File: config.mk
export PLATFORM = sky130hd
export DESIGN_NAME = int_ctrl
export DESIGN_NICKNAME = d
export VERILOG_FILES = /design/src/rtl/int_ctrl_pkg.sv /design/src/rtl/int_prio_enc.sv /design/src/rtl/int_ctrl.sv
export SDC_FILE = /design/constraint.sdc
export NUM_CORES = 1
export LEC_CHECK = 0
export CAP_MARGIN = 20
export CELL_PAD_IN_SITES_DETAIL_PLACEMENT = 1
export CELL_PAD_IN_SITES_GLOBAL_PLACEMENT = 1
export CORE_UTILIZATION = 28
export DETAILED_ROUTE_END_ITERATION = 10
export GPL_ROUTABILITY_DRIVEN = 0
export PLACE_DENSITY_LB_ADDON = 0.25
export REMOVE_ABC_BUFFERS = 1
export SLEW_MARGIN = 10
export SYNTH_ARGS = -nofsm -noshare
export SYNTH_HDL_FRONTEND = slang
export SYNTH_HIERARCHICAL = 1
export SYNTH_SLANG_ARGS = --single-unit
File: constraint.sdc
create_clock -name clk -period 1.45 [get_ports clk]
set_input_delay 0.29 -clock clk [delete_from_list [all_inputs] [get_ports clk]]
set_output_delay 0.29 -clock clk [all_outputs]
set_load 0.005 [all_outputs]
File: src/rtl/int_ctrl_pkg.sv
// Shared types and constants for the interrupt controller.
package int_ctrl_pkg;

    // Default number of interrupt sources (bit 0 = timer0, bit 1 = timer1).
    localparam int NUM_SRC = 6;

    // Width of a source index (int_id and the in-service id in STATUS).
    localparam int ID_W = 3;

    // Register word addresses (byte address bits [3:2]).
    localparam logic [1:0] ADDR_MASK   = 2'd0;
    localparam logic [1:0] ADDR_MODE   = 2'd1;
    localparam logic [1:0] ADDR_PEND   = 2'd2;
    localparam logic [1:0] ADDR_STATUS = 2'd3;

    // Request/service handshake with the CPU.
    typedef enum logic [1:0] {
        ST_IDLE    = 2'd0,
        ST_REQ     = 2'd1,
        ST_SERVICE = 2'd2
    } state_e;

endpackage

File: src/rtl/int_prio_enc.sv
// Lowest-index-first priority encoder over the eligible interrupt sources.
module int_prio_enc
    import int_ctrl_pkg::*;
#(
    parameter int N = int_ctrl_pkg::NUM_SRC
) (
    input  logic [N-1:0]    req_i,
    output logic            valid_o,
    output logic [ID_W-1:0] id_o
);

    // Scan from the top down so the lowest set index is the last one written.
    always_comb begin
        // NOTE: every output gets a default first so no path leaves it unassigned (no latch).
        valid_o = 1'b0;
        id_o    = '0;
        for (int i = N - 1; i >= 0; i--) begin
            if (req_i[i]) begin
                valid_o = 1'b1;
                id_o    = ID_W'(i);
            end
        end
    end

endmodule

File: src/rtl/int_ctrl.sv
// Interrupt controller: MASK/MODE/PEND/STATUS registers, edge/level capture,
// fixed lowest-index priority and a non-nesting request/service handshake.
module int_ctrl #(
    parameter int NUM_SRC = int_ctrl_pkg::NUM_SRC
) (
    input  logic               clk,
    input  logic               reset,
    input  logic [NUM_SRC-1:0] irq_in,
    input  logic [1:0]         addr,
    input  logic               we,
    input  logic [31:0]        wdata,
    output logic [31:0]        rdata,
    output logic               int_req,
    output logic [2:0]         int_id,
    input  logic               int_ack,
    input  logic               eret
);

    import int_ctrl_pkg::*;

    logic [NUM_SRC-1:0] mask_q, mode_q, irq_q;
    logic [NUM_SRC-1:0] pend_e_q, pend_e_d;
    logic [NUM_SRC-1:0] pend, eligible, set_evt, clr;
    state_e             state_q, state_d;
    logic               busy_q, busy_d;
    logic [ID_W-1:0]    isr_id_q, isr_id_d;
    logic               int_req_d;
    logic [ID_W-1:0]    int_id_d;
    logic               enc_valid;
    logic [ID_W-1:0]    enc_id;
    logic               ack_take, eret_take;
    logic               unused_wdata;

    // Only the low NUM_SRC write-data bits carry register content.
    assign unused_wdata = ^wdata[31:NUM_SRC];

    assign ack_take  = (state_q == ST_REQ) && int_ack;
    assign eret_take = (state_q == ST_SERVICE) && eret;

    // Edge sources latch rising edges; level sources simply mirror the registered line.
    assign set_evt  = irq_in & ~irq_q & mode_q;
    assign clr      = ((we && addr == ADDR_PEND) ? wdata[NUM_SRC-1:0] : '0)
                    | (ack_take ? (NUM_SRC'(1) << int_id) : '0);
    assign pend_e_d = ((pend_e_q & ~clr) | set_evt) & mode_q;
    assign pend     = (pend_e_q & mode_q) | (irq_q & ~mode_q);
    assign eligible = pend & mask_q;

    int_prio_enc #(
        .N (NUM_SRC)
    ) u_enc (
        .req_i   (eligible),
        .valid_o (enc_valid),
        .id_o    (enc_id)
    );

    // Configuration registers, input synchroniser and edge-pending bits.
    always_ff @(posedge clk or negedge reset) begin
        // NOTE: all state is asynchronously cleared while reset is low.
        if (!reset) begin
            mask_q   <= '0;
            mode_q   <= '0;
            irq_q    <= '0;
            pend_e_q <= '0;
        end else begin
            // NOTE: sequential state uses non-blocking assignments so every register sees pre-edge values.
            irq_q    <= irq_in;
            pend_e_q <= pend_e_d;
            if (we && addr == ADDR_MASK) mask_q <= wdata[NUM_SRC-1:0];
            if (we && addr == ADDR_MODE) mode_q <= wdata[NUM_SRC-1:0];
        end
    end

    // FSM state register together with the registered CPU-facing outputs.
    always_ff @(posedge clk or negedge reset) begin
        if (!reset) begin
            state_q  <= ST_IDLE;
            busy_q   <= 1'b0;
            isr_id_q <= '0;
            int_req  <= 1'b0;
            int_id   <= '0;
        end else begin
            state_q  <= state_d;
            busy_q   <= busy_d;
            isr_id_q <= isr_id_d;
            int_req  <= int_req_d;
            int_id   <= int_id_d;
        end
    end

    // Next-state logic; an ack in REQ wins over eligibility dropping in the same cycle.
    always_comb begin
        state_d = state_q;
        unique case (state_q)
            ST_IDLE:    if (enc_valid) state_d = ST_REQ;
            ST_REQ: begin
                if (int_ack)         state_d = ST_SERVICE;
                else if (!enc_valid) state_d = ST_IDLE;
            end
            ST_SERVICE: if (eret)      state_d = ST_IDLE;
            default:                   state_d = ST_IDLE;
        endcase
    end

    // Output and in-service bookkeeping; the request tracks the current winner while in REQ.
    always_comb begin
        int_req_d = (state_d == ST_REQ);
        int_id_d  = int_req_d ? enc_id : '0;
        busy_d    = busy_q;
        isr_id_d  = isr_id_q;
        if (ack_take) begin
            busy_d   = 1'b1;
            isr_id_d = int_id;
        end else if (eret_take) begin
            busy_d   = 1'b0;
            isr_id_d = '0;
        end
    end

    // Combinational register read; unused bits read as zero.
    always_comb begin
        rdata = '0;
        unique case (addr)
            ADDR_MASK:   rdata[NUM_SRC-1:0] = mask_q;
            ADDR_MODE:   rdata[NUM_SRC-1:0] = mode_q;
            ADDR_PEND:   rdata[NUM_SRC-1:0] = pend;
            ADDR_STATUS: begin
                rdata[4:2] = isr_id_q;
                rdata[0]   = busy_q;
            end
            default:     rdata = '0;
        endcase
    end

endmodule
Word level (Yosys, flattened, before mapping)
Index checks and enable logic that the tools add are counted.

Register bits after elaboration: 34. Output and inout bits: 36. Word-level logic and storage cells: 65.

Shift-type cells: 1. Bitwise logic cells: 13. Reduce and logical (&&, ||, !) cells: 8. Equal/unequal tests: 6. Muxes and demuxes: 28.

Operators with widths (count): AND 6 bit (7); two-way mux 3 bit (9); NOT 6 bit (3); bitwise OR 6 bit (3); two-way mux 6 bit (2); one-hot mux 3 bit (4 select lines) (1); two-way mux 1 bit (8); two-way mux 2 bit (4); == test 2 x 1 -> 1 bit, second input constant (3); == test 2 bit, second input constant (3); one-hot mux 1 bit (3 select lines) (2); one-hot mux 2 bit (3 select lines) (1); left shift 1 x 3 -> 6 bit, first input constant (1); logical AND 1 bit (5); logical NOT 2 bit (2); one-hot mux 1 bit (4 select lines) (1); nonzero test 2 bit (1).

Depth between registers and ports, before layout
Depth after elaboration: 15. Gate-level depth with buffers: 8. Mapped depth without buffers: 8.

Hierarchy
The synthesis kept the hierarchy.

By module, submodules not included: int_ctrl (cells an instance 158, area an instance 1774.2 um^2, seq. area each 850.8 um^2, instances 1); int_prio_enc (cells an instance 10, area an instance 57.6 um^2, seq. area each 0.0 um^2, instances 1).

Worst setup path before layout
No wires, ideal clock.

Path type: reg-to-reg. Start point: register mode_q[0]. End point: register int_id[0]. Clock period less this slack: 1461 ps. Cell stages (with the launch flop): 9. Path buffers: 0. Slack: -11 ps. Setup time: 119 ps. Data arrival time: 1342 ps. Path through: dfrtp_1 nand2_1 o21ai_0 and2_1 nor4_2 nand2_1 inv_1 a211oi_1 and2_1.

Word-level cells in the longest chain between the ends: 10. Elaborated cells on any way between the ends: 13. Those cells by class: eq/ne: 1; mux: 7; bitwise: 5.

Ends and longest elaborated chain: start, declared (line int_ctrl.sv:21) `logic [NUM_SRC-1:0] mask_q, mode_q, irq_q;`; start signal, assigned (line int_ctrl.sv:69) `if (we && addr == ADDR_MODE) mode_q <= wdata[NUM_SRC-1:0];`; NOT 6 bit (line int_ctrl.sv:45) `assign pend = (pend_e_q & mode_q) | (irq_q & ~mode_q);`; AND 6 bit (line int_ctrl.sv:45); bitwise OR 6 bit (*) (line int_ctrl.sv:45); AND 6 bit (*) (line int_ctrl.sv:46) `assign eligible = pend & mask_q;`; via eligible[0] (line int_ctrl.sv:23) `logic [NUM_SRC-1:0] pend, eligible, set_evt, clr;`; two-way mux 1 bit (*) (line int_prio_enc.sv:18) `if (req_i[i]) begin`; via enc_valid (line int_ctrl.sv:29) `logic enc_valid;`; two-way mux 2 bit (line int_ctrl.sv:97) `else if (!enc_valid) state_d = ST_IDLE;`; two-way mux 2 bit (line int_ctrl.sv:96) `if (int_ack) state_d = ST_SERVICE;`; one-hot mux 2 bit (3 select lines) (*) (line int_ctrl.sv:93) `unique case (state_q)`; via state_d[0] (line int_ctrl.sv:24) `state_e state_q, state_d;`; == test 2 x 1 -> 1 bit (*) (line int_ctrl.sv:106) `int_req_d = (state_d == ST_REQ);`; two-way mux 3 bit (*) (line int_ctrl.sv:107) `int_id_d = int_req_d ? enc_id : '0;`; via int_id_d[0] (line int_ctrl.sv:28) `logic [ID_W-1:0] int_id_d;`; end signal, assigned (line int_ctrl.sv:86) `int_id <= int_id_d;`; end, declared (line int_ctrl.sv:14) `output logic [2:0] int_id,`.

Mark *: on every way through the listed nets, which the timed path passes. The rest lies on a longest branch. A chain may end at the register's enable or synchronous reset.

Worst setup path in the final report
Start point: register mode_q[3]. End point: output port rdata[3].

Word-level cells in the longest chain between the ends: 4. Elaborated cells on any way between the ends: 5. Those cells by class: mux: 1; bitwise: 4.

Ends and longest elaborated chain: NOT 6 bit (line int_ctrl.sv:45); AND 6 bit (line int_ctrl.sv:45); bitwise OR 6 bit (line int_ctrl.sv:45); one-hot mux 3 bit (4 select lines) (*) (line int_ctrl.sv:122) `unique case (addr)`; end, declared (line int_ctrl.sv:12) `output logic [31:0] rdata,`.

Mark *: on every way between the ends. The rest lies on a longest branch, timed or not.

==> results.ini <==
[yosys]
ys_top_cells_by_area=dfrtp_1 46%, buf_4 11%, mux2_2 7.4%
yosysMostFrequentCell=dfrtp_1
seq_area_frac_synth=0.464
synth_compound_area_frac=0.104
synth_top_family_by_area=simple AND/OR/NAND/NOR gates
synth_xor_xnor_area_share=0
synth_simple_gate_area_share=0.166
synth_edf_count=0
yosys_warnings=6
synth.area.mux_share=0.134
syn_area_mm2=0.00183
yosys.area.top_type=dfrtp_1
synthFlopType=dfrtp_1
ys_ff_latch=34
synth_commonest_cells=34 x dfrtp_1, 28 x buf_4, 13 x nor2_1, 12 x mux2_2, 10 x nand2_1
ys_async_sr_fraction=1.00
synth_adder_area_share=0
yosysUniqueCellTypes=29
avgSynthCellArea_um2=10.9
synth_top_area_share=0.464
syn_inst=168

[sta]
fin_ws_ps=-315
rsz0062_at_grt=yes
finClkSkew_ps=10.8
final_max_slew_viol_count=0
setup_violations=12
period_share=1.22
fin_crit_ps=1760
clock.fmax_ghz=0.567
holdWs_ps=375
hold_viol=0
setup_tns_ps=-2480

[route]
antenna_left=0
met3_wirelength_um=222
viasPerCell=4.59
wl_met1_mm=2.28
highest-signal-layer=met4
drt_pre_antenna_iters=4
routedWlPerCell_um=15.1
drt_iter0_drc=38
drt_wl_total_mm=5.25
wl_met2_mm=2.68
via_count=1596
drc=0

[clock_network]
cts_buffers=5
cts_tree=built
cts_buffer_depth=2
clock_latency_ps=290
cts_sinks=34
clkTransAtPathRegs_ps=80
cts_root_buf=clkbuf_8
htree_num_levels=2

[power]
comb_power_share=0.443
internal_power_uw=2410
netSwitchingFraction=0.321
p_seq_frac=0.369
clkPwrFrac=0.188
vdd_drop_max_uv=640
leakage_uw=0.00139
power_density_mw_per_mm2=1210
p_sw_uw=1140

[worst_setup_path]
crit_buf_inv=1
startpoint_type=flip-flop
worstPathArrival_ps=1470
crit_chain=nand2_2 -> o21ai_2 -> mux4_2 -> buf_2
cp_slowest_cell=mux4_2
cpLargestDelayFamily=multiplexers
critPathRequiredTime_ps=1160
setup.worst_path.class=flip-flop to primary output
worst-path-max-fanout=4
crit_path_end_kind=primary output
cpPeakStageDelay_ps=440

[floorplan]
die_h_um=82.9
fp.dieW_um=82.9
die_area_mm2=0.00687
core_mm2=0.00635
start_util=0.288
io_pins=81
std_cell_rows=29

[grt]
overflow=0
grt_pass1_wl_mm=8.62
grt_use_total=0.160
antenna_found_initial=0
grt_start_max_net_pins=35
grt_pass1_vias=1732

[hold_path]
hp-class=input port to asynchronous set/reset pin

[status]
violations=negative setup slack
outcome=finished, violations left

[placement]
hpwlAfterDp_mm=3.44
port_buffers=28

[final_layout]
final_nets=316
drive_above_1_share=0.480
antenna_cells=0
synthToLayoutAreaGrowth_pct=59.8

[run]
drv_cap=0

## area by class of cell
| cell class | count | area [um^2] |
|---|---|---|
| clock buffer | 5 | 68.8 |
| clock inverter | 2 | 10.0 |
| fill | 720 | 3420 |
| inverter | 6 | 22.5 |
| multi-input combinational | 124 | 966 |
| sequential | 34 | 852 |
| tap | 77 | 96.3 |
| timing repair buffer | 100 | 912 |
## cells by family after synthesis
| kind of cell | Yosys count |
|---|---|
| and+or+nand+nor | 53 |
| buffers and inverters | 35 |
| DFF | 34 |
| AOI/OAI and AO/OA | 27 |
| muxes | 18 |
| other | 1 |
## state kept, by name, summed over array words and instances, names as in the netlist
signal and count:
irq_q 6, mask_q 6, mode_q 6, pend_e_q 6
int_id 3, isr_id_q 3, state_q 2, busy_q 1
int_req 1
## worst register-to-register path: stages (launching register included)
cell and delay (ps):
dfrtp_1 430, nand2_2 90, buf_4 140, buf_4 120
buf_4 120, buf_4 120, buf_4 120, buf_4 120
buf_6 110, a31oi_4 120, a32o_1 150
## what timing repair did
| action | 4_1_cts | 5_1_grt |
|---|---|---|
| setup endpoints to repair | 19 | 20 |
| hold buffers | 0 | 0 |
| pin swaps | 10 | 11 |
| buffers inserted | 33 | 7 |
| cloned | 1 | 0 |
| resized for setup | 50 | 23 |
| hold endpoints to repair | 0 | 0 |
## power groups by stage
stage / clock (uW) / sequential [uW] / combinational [uW]
2_1_floorplan: 0 / 1320 / 502
3_3_place_gp: 0 / 1310 / 1240
3_5_place_dp: 0 / 1320 / 1270
4_1_cts: 693 / 1300 / 1470
5_1_grt: 742 / 1340 / 1700
6_report: 668 / 1310 / 1570
## stage by stage
step | utilization | setup slack, ps | instances | cell area (um^2) | total power (uW)
floorplan | - | -18.0 | 164 | 1710 | 1820
global placement | 0.386 | -760 | 309 | 2450 | 2550
detailed placement | 0.386 | -764 | 309 | 2450 | 2590
CTS | 0.446 | -324 | 349 | 2830 | 3460
global route | 0.461 | -367 | 348 | 2930 | 3780
finish | 0.461 | -315 | 348 | 2930 | 3540
## routing by layer
layer / vias to the layer above / track usage
li1: 750 / -
met1: 785 / 0.194
met2: 53 / 0.275
met3: 8 / 0.0437
met4: 0 / 0.0486
met5: - / 0
## worst paths after layout
| path | start | endpoint | slack [ps] | cells after the start |
|---|---|---|---|---|
| setup / recovery | mode_q[3]$_DFFE_PN0P_ | rdata[3] | -310 | 4 |
| hold / removal | reset | state_q[1]$_DFF_PN0_ | 370 | 2 |
| setup reg to reg | mode_q[3]$_DFFE_PN0P_ | pend_e_q[3]$_DFF_PN0_ | -250 | 10 |
| hold reg to reg | mask_q[0]$_DFFE_PN0P_ | mask_q[0]$_DFFE_PN0P_ | 530 | 1 |
| max in group asynchronous | reset | int_id[1]$_DFF_PN0_ | 870 | 2 |
| min in group clk | irq_in[5] | irq_q[5]$_DFF_PN0_ | 460 | 1 |
## placed cells by master (no fill, tap or decap), types with 2 or more instances in the layout
cell type        synthesis  routed
clkdlybuf4s50_1          0      17
nor3_1                   3       3
a21oi_1                  4       4
and2_4                   0       3
conb_1                   1      26
a211oi_2                 0       3
and2b_1                  2       2
nand2_1                 10       6
o21ai_2                  0       3
a41o_1                   2       2
dlygate4sd2_1            0       3
a32o_1                   4       4
clkbuf_8                 0       5
nor2b_2                  0       2
mux4_2                   4       4
nor2_1                  13      13
buf_6                    0       9
dfrtp_1                 34      33
inv_1                    6       5
buf_12                   0       5
nand3_1                  4       4
mux2_2                  12      12
nor2b_1                  4       2
and2_1                   7       4
a21o_1                   2       2
a31oi_4                  0       3
clkinv_2                 0       2
nand2b_1                 2       2
buf_4                   28      57
nand2_2                  0       4
mux2i_2                  0       2
nand3b_1                 4       4
and4bb_2                 2       2
buf_2                    1       6
Note: power is estimated with default switching activity, not from simulation.
